## config.mk

```make
export PLATFORM = sky130hd
export DESIGN_NAME = reorder_buffer
export DESIGN_NICKNAME = d
export VERILOG_FILES = /design/src/rtl/reorder_buffer.sv
export SDC_FILE = /design/constraint.sdc
export NUM_CORES = 2
export LEC_CHECK = 0
export ABC_CLOCK_PERIOD_IN_PS = 5650
export CORE_MARGIN = 2
export CORE_UTILIZATION = 40
export CTS_BUF_LIST = sky130_fd_sc_hd__clkbuf_16
export CTS_CLUSTER_SIZE = 8
export DETAILED_ROUTE_END_ITERATION = 7
export DONT_BUFFER_PORTS = 1
export PLACE_DENSITY = 0.65
export SYNTH_ARGS = -nofsm -noshare
export SYNTH_HDL_FRONTEND = slang
export SYNTH_SLANG_ARGS = --single-unit
```

## constraint.sdc

```tcl
create_clock -name i_clk -period 5.65 [get_ports i_clk]
set_input_delay 1.13 -clock i_clk [delete_from_list [all_inputs] [get_ports i_clk]]
set_output_delay 1.13 -clock i_clk [all_outputs]
set_load 0.005 [all_outputs]
```

## src/rtl/reorder_buffer.sv

```systemverilog
// reorder_buffer
//   In-order reorder buffer that sits directly after dispatch. Dispatch
//   allocates up to two rows per cycle in program order. The three functional
//   units (FU0, FU1, MEM) mark rows complete out of order. Up to three
//   completed rows retire per cycle from the head, strictly in order.
//
// Ports
//   i_clk, i_rst            clock, synchronous active-high reset
//   i_alloc_*[0:1]          allocation slots; slot 0 is older than slot 1
//   o_alloc_ready           at least two free entries (from registered count)
//   i_wb_*[0:2]             writeback lanes FU0, FU1, MEM
//   o_retire_*[0:2]         retire lanes; lane 0 is oldest; zero when idle
//   o_free_valid[0:2]       retiring lane releases a non-zero old destination
//   o_count/o_empty/o_full  occupancy
//   o_err                   sticky protocol error
module reorder_buffer #(
    parameter int DEPTH  = 16,
    parameter int PREG_W = 7,
    parameter int DATA_W = 32
) (
    input  logic                     i_clk,
    input  logic                     i_rst,
    input  logic                     i_alloc_valid     [0:1],
    input  logic [$clog2(DEPTH)-1:0] i_alloc_rob       [0:1],
    input  logic [PREG_W-1:0]        i_alloc_dst       [0:1],
    input  logic [PREG_W-1:0]        i_alloc_old_dst   [0:1],
    input  logic                     i_alloc_regwrite  [0:1],
    input  logic                     i_alloc_memwrite  [0:1],
    output logic                     o_alloc_ready,
    input  logic                     i_wb_valid        [0:2],
    input  logic [$clog2(DEPTH)-1:0] i_wb_rob          [0:2],
    input  logic [DATA_W-1:0]        i_wb_data         [0:2],
    output logic                     o_retire_valid    [0:2],
    output logic [$clog2(DEPTH)-1:0] o_retire_rob      [0:2],
    output logic [PREG_W-1:0]        o_retire_dst      [0:2],
    output logic [PREG_W-1:0]        o_retire_old_dst  [0:2],
    output logic [DATA_W-1:0]        o_retire_data     [0:2],
    output logic                     o_retire_regwrite [0:2],
    output logic                     o_retire_memwrite [0:2],
    output logic                     o_free_valid      [0:2],
    output logic [$clog2(DEPTH):0]   o_count,
    output logic                     o_empty,
    output logic                     o_full,
    output logic                     o_err
);

    localparam int PTR_W = $clog2(DEPTH);
    localparam int CNT_W = PTR_W + 1;

    logic              ent_valid    [DEPTH];
    logic              ent_complete [DEPTH];
    logic [PREG_W-1:0] ent_dst      [DEPTH];
    logic [PREG_W-1:0] ent_old_dst  [DEPTH];
    logic [DATA_W-1:0] ent_data     [DEPTH];
    logic              ent_regwrite [DEPTH];
    logic              ent_memwrite [DEPTH];

    logic [PTR_W-1:0]  head;
    logic [PTR_W-1:0]  tail;

    logic [PTR_W-1:0]  ret_idx   [3];
    logic [2:0]        ret_go;
    logic              prev_go;
    logic [CNT_W-1:0]  n_ret;
    logic [1:0]        acc;
    logic [PTR_W-1:0]  alloc_idx [2];
    logic [CNT_W-1:0]  n_alloc;
    logic [CNT_W-1:0]  count_next;
    logic              alloc_req;
    logic              err_set;

    always_comb begin
        err_set = 1'b0;
        prev_go = 1'b1;
        n_ret   = '0;
        // Retire decisions look only at registered entry state, so a row
        // completed this cycle cannot retire until the next edge.
        for (int unsigned k = 0; k < 3; k++) begin
            ret_idx[k] = head + PTR_W'(k);
            ret_go[k]  = prev_go && ent_valid[ret_idx[k]] && ent_complete[ret_idx[k]];
            prev_go    = ret_go[k];
            n_ret      = n_ret + CNT_W'(ret_go[k]);
        end

        // Acceptance uses the registered ready flag; same-cycle retires do
        // not make room for a same-cycle allocation.
        alloc_req    = i_alloc_valid[0] || i_alloc_valid[1];
        acc[0]       = i_alloc_valid[0] && o_alloc_ready;
        acc[1]       = i_alloc_valid[1] && o_alloc_ready;
        alloc_idx[0] = tail;
        alloc_idx[1] = tail + PTR_W'(acc[0]);
        n_alloc      = CNT_W'(acc[0]) + CNT_W'(acc[1]);
        count_next   = o_count + n_alloc - n_ret;

        if (alloc_req && !o_alloc_ready) begin
            err_set = 1'b1;
        end
        for (int unsigned s = 0; s < 2; s++) begin
            if (acc[s] && (i_alloc_rob[s] != alloc_idx[s])) begin
                err_set = 1'b1;
            end
        end
        for (int unsigned l = 0; l < 3; l++) begin
            if (i_wb_valid[l] && !ent_valid[i_wb_rob[l]]) begin
                err_set = 1'b1;
            end
            for (int unsigned m = l + 1; m < 3; m++) begin
                if (i_wb_valid[l] && i_wb_valid[m] && (i_wb_rob[l] == i_wb_rob[m])) begin
                    err_set = 1'b1;
                end
            end
        end
    end

    always_ff @(posedge i_clk) begin
        if (i_rst) begin
            head          <= '0;
            tail          <= '0;
            o_count       <= '0;
            o_empty       <= 1'b1;
            o_full        <= 1'b0;
            o_alloc_ready <= 1'b1;
            o_err         <= 1'b0;
            for (int unsigned i = 0; i < DEPTH; i++) begin
                ent_valid[i]    <= 1'b0;
                ent_complete[i] <= 1'b0;
            end
            for (int unsigned k = 0; k < 3; k++) begin
                o_retire_valid[k]    <= 1'b0;
                o_retire_rob[k]      <= '0;
                o_retire_dst[k]      <= '0;
                o_retire_old_dst[k]  <= '0;
                o_retire_data[k]     <= '0;
                o_retire_regwrite[k] <= 1'b0;
                o_retire_memwrite[k] <= 1'b0;
                o_free_valid[k]      <= 1'b0;
            end
        end else begin
            // Later lanes overwrite earlier ones, so the highest lane wins
            // when two lanes target the same entry.
            for (int unsigned l = 0; l < 3; l++) begin
                if (i_wb_valid[l] && ent_valid[i_wb_rob[l]]) begin
                    ent_complete[i_wb_rob[l]] <= 1'b1;
                    ent_data[i_wb_rob[l]]     <= i_wb_data[l];
                end
            end
            for (int unsigned k = 0; k < 3; k++) begin
                if (ret_go[k]) begin
                    ent_valid[ret_idx[k]]    <= 1'b0;
                    ent_complete[ret_idx[k]] <= 1'b0;
                end
                o_retire_valid[k]    <= ret_go[k];
                o_retire_rob[k]      <= ret_go[k] ? ret_idx[k] : '0;
                o_retire_dst[k]      <= ret_go[k] ? ent_dst[ret_idx[k]] : '0;
                o_retire_old_dst[k]  <= ret_go[k] ? ent_old_dst[ret_idx[k]] : '0;
                o_retire_data[k]     <= ret_go[k] ? ent_data[ret_idx[k]] : '0;
                o_retire_regwrite[k] <= ret_go[k] && ent_regwrite[ret_idx[k]];
                o_retire_memwrite[k] <= ret_go[k] && ent_memwrite[ret_idx[k]];
                o_free_valid[k]      <= ret_go[k] && (ent_old_dst[ret_idx[k]] != '0);
            end
            for (int unsigned s = 0; s < 2; s++) begin
                if (acc[s]) begin
                    ent_valid[alloc_idx[s]]    <= 1'b1;
                    ent_complete[alloc_idx[s]] <= 1'b0;
                    ent_data[alloc_idx[s]]     <= '0;
                    ent_dst[alloc_idx[s]]      <= i_alloc_dst[s];
                    ent_old_dst[alloc_idx[s]]  <= i_alloc_old_dst[s];
                    ent_regwrite[alloc_idx[s]] <= i_alloc_regwrite[s];
                    ent_memwrite[alloc_idx[s]] <= i_alloc_memwrite[s];
                end
            end
            head          <= head + n_ret[PTR_W-1:0];
            tail          <= tail + n_alloc[PTR_W-1:0];
            o_count       <= count_next;
            o_empty       <= (count_next == '0);
            o_full        <= (count_next == CNT_W'(DEPTH));
            o_alloc_ready <= (count_next <= CNT_W'(DEPTH - 2));
            o_err         <= o_err || err_set;
        end
    end

endmodule
```

==> flow_summary.ini <==
[power]
pwr-share-comb_pct = 14.8
internal-power_mw = 13.7
switchingPower_mw = 5.52
p_sw_share_pct = 28.7
max-vdd-ir-drop_mv = 0.361
power.share.clock_pct = 42.1
leakage_nw = 23.5
power_mw = 19.2
power_density_nw_per_um2 = 275
seqPwrFrac_pct = 43.1

[sta]
tightest_slew_ns = 1.43
hold_violations = 0
fin_tns_setup_ns = 0
rsz0062_at_grt = false
fin_skew_ns = 0.0553
fin_crit_sh_pct = 92.5
relSlewSlack_pct = 4.02
period_minus_slack_ns = 5.23
drv_slew = 0
max_freq_mhz = 191
setup_violations = 0

[cts]
clock_latency_ns = 0.84
cts_max_level = 4
cts-resized-gates = 0
path_clk_slew_ns = 0.06
cts_buffers = 143
clock-root-buffer = clkbuf_16
hold_buffers = 0
tritoncts = built
cts_max_path_buffers = 3
post_cts_buffers = 0
cts.sinks = 979

[cells_and_area]
seqCellArea_um2 = 22200
final_util_pct = 43.6
multi_input_area_um2 = 39200
final_area_um2 = 69800
fin_nets = 5496
nFillCells = 14721
drive_above_1_share_pct = 26.8
area_delta_synth_final_pct = 8.76

[grt]
grt_overflow = 0
globalRouteTotalUtil_pct = 34.8
grt_pass1_wl_um = 409000
first_global_vias = 54809
grt_max_degree = 150
antenna_found_initial = 25

[floorplanning]
start_util_pct = 40.1
die_y_um = 405
ioPinCount = 326
core_area_um2 = 160000
rows = 147
die_area_um2 = 164000
die_w_um = 405

[synth]
ys_async_sr_fraction_pct = 0
ys_ff_latch = 979
yosysTopAreaCell = mux4_2
synth.top_cells.by_area = mux4_2, dfxtp_1, edfxtp_1
yosysMostFrequentCell = mux4_2
avgSynthCellArea_um2 = 11.1
synth_common_cells = mux4_2, dfxtp_1, clkbuf_1, o21ai_0, nand3_1
syn_nets = 5966
synth_seq_area_share_pct = 34.5
synth_edf_count = 256
synth.distinct_cells = 77
syn_area_um2 = 64200
postSynthCellCount = 5787
synth_top_area_share_pct = 26.1
synth-main-ff-cell = dfxtp_1
ys_warn_count = 0

[route]
routed-via-count = 58664
drc = 37
wl_per_cell_um = 39.1
drtAntennaViolNets = 0
drtIter0Drc = 11098
drtPass1Iterations = 8
vias_per_cell = 7.84
drt_wl_total_um = 293000

[setup_path]
arrival_ns = 5.97
r2r-end = o_full
rr_startpoint = head[1]
crit_fanout = 13
required_ns = 6.39
r2r_setup_slack_ns = 0.42
startpoint_type = flop
critical_path_class = reg2reg
reg2reg_depth = 18
cp-end-kind = flop
crit_path_start = head[1]
endpoint = o_full

[placed_design]
hpwl_um = 165000
gp_congestion = 0.955
placed_area_um2 = 65700
buffer_ports.inserted = 0

[status]
violations = design-rule violations
status = complete, but fails checks

[flow_run]
max_cap_viol_count = 0

[worst_hold_path]
hold_class = in2reg
-- metrics by stage --
stage,hold WS (ns),cells,worst slack (ns)
after global routing,0.372,7469,0.155
after global placement,0.460,7258,0.512
final,0.396,7486,0.422
after floorplan,0.449,5787,0.298
after CTS,0.378,7466,0.462
after detailed placement,0.471,7258,0.505
-- flip-flops by register name, summed over array words and instances, names as in the netlist, 21 cells and up --
signal            flops
o_retire_data        96
o_retire_dst         21
o_retire_old_dst     21
ent_data            512
ent_old_dst         112
ent_dst             112
-- layout by cell type, fill, tap and decap left out, types with 81 or more instances in the layout --
cell type,n
a221oi_1,322
o211ai_1,96
and2_1,158
edfxtp_1,256
buf_4,160
nand2_1,339
mux2i_1,140
dfxtp_1,720
and3_1,95
nand3_1,383
mux4_2,743
clkbuf_16,144
o21ai_0,436
o31ai_1,320
mux2_2,256
a21oi_1,101
inv_1,81
-- logic make-up after synthesis --
group | after synthesis | synth area share [%]
AO/OA/AOI/OAI | 1521 | 16.4
XOR/XNOR | 37 | 0.581
adder cells (fa/ha/maj) | 25 | 0.542
buffers and inverters | 837 | 5.29
flip-flops | 979 | 34.5
multiplexers | 1140 | 32.8
AND/OR/NAND/NOR | 1248 | 9.96
-- power by group through the flow --
| stage | Clock [mW] | Sequential [mW] | Combinational, mW |
|---|---|---|---|
| after floorplan | 0 | 8.18 | 2.13 |
| after global placement | 0 | 8.34 | 2.69 |
| after detailed placement | 0 | 8.39 | 2.74 |
| after CTS | 8.11 | 8.25 | 2.75 |
| after global routing | 8.37 | 8.32 | 2.99 |
| final | 8.10 | 8.28 | 2.84 |
-- worst min path at each step --
stage,from,endpoint,slack [ns],depth (start not counted)
detailed placement,ent_data[12][12],ent_data[12][12],0.47,2
global route,i_rst,head[1],0.37,1
finish,i_rst,o_err,0.40,1
CTS,i_rst,head[3],0.38,1
global placement,ent_data[12][12],ent_data[12][12],0.46,2
floorplan,ent_data[12][31],ent_data[12][31],0.45,2
-- cell type report --
class | count | area share (%)
clock inverters | 64 | 0.634
inverters | 45 | 0.251
repair buffers | 177 | 2.21
clock buffers | 144 | 5.16
well taps | 2086 | 3.74
diodes | 20 | 0.0717
flip-flops and latches | 979 | 31.8
multi-input cells | 3971 | 56.2
-- worst max-delay path, stage by stage, from the launching register on --
cell and delay, ns:
dfxtp_4 0.39, ha_4 0.21, xor2_4 0.45, mux4_2 0.60, mux4_2 0.49, clkinv_2 0.13, and3_1 0.36, inv_1 0.14
fa_1 0.50, inv_1 0.06, ha_1 0.27, inv_1 0.04, ha_1 0.21, fa_1 0.46, a21o_1 0.17, a21oi_1 0.18
xnor2_1 0.09, nor2_1 0.21, and2_1 0.17
-- per-layer routing --
layer / global-route usage (%) / wire length (um) / vias up
li1: - / - / 22256
met1: 41.8 / 96200 / 28456
met2: 48.5 / 118000 / 6108
met3: 17.7 / 52900 / 1816
met4: 23.0 / 25700 / 28
met5: 0.446 / 203 / -
Power figures use the tool's default switching activity.
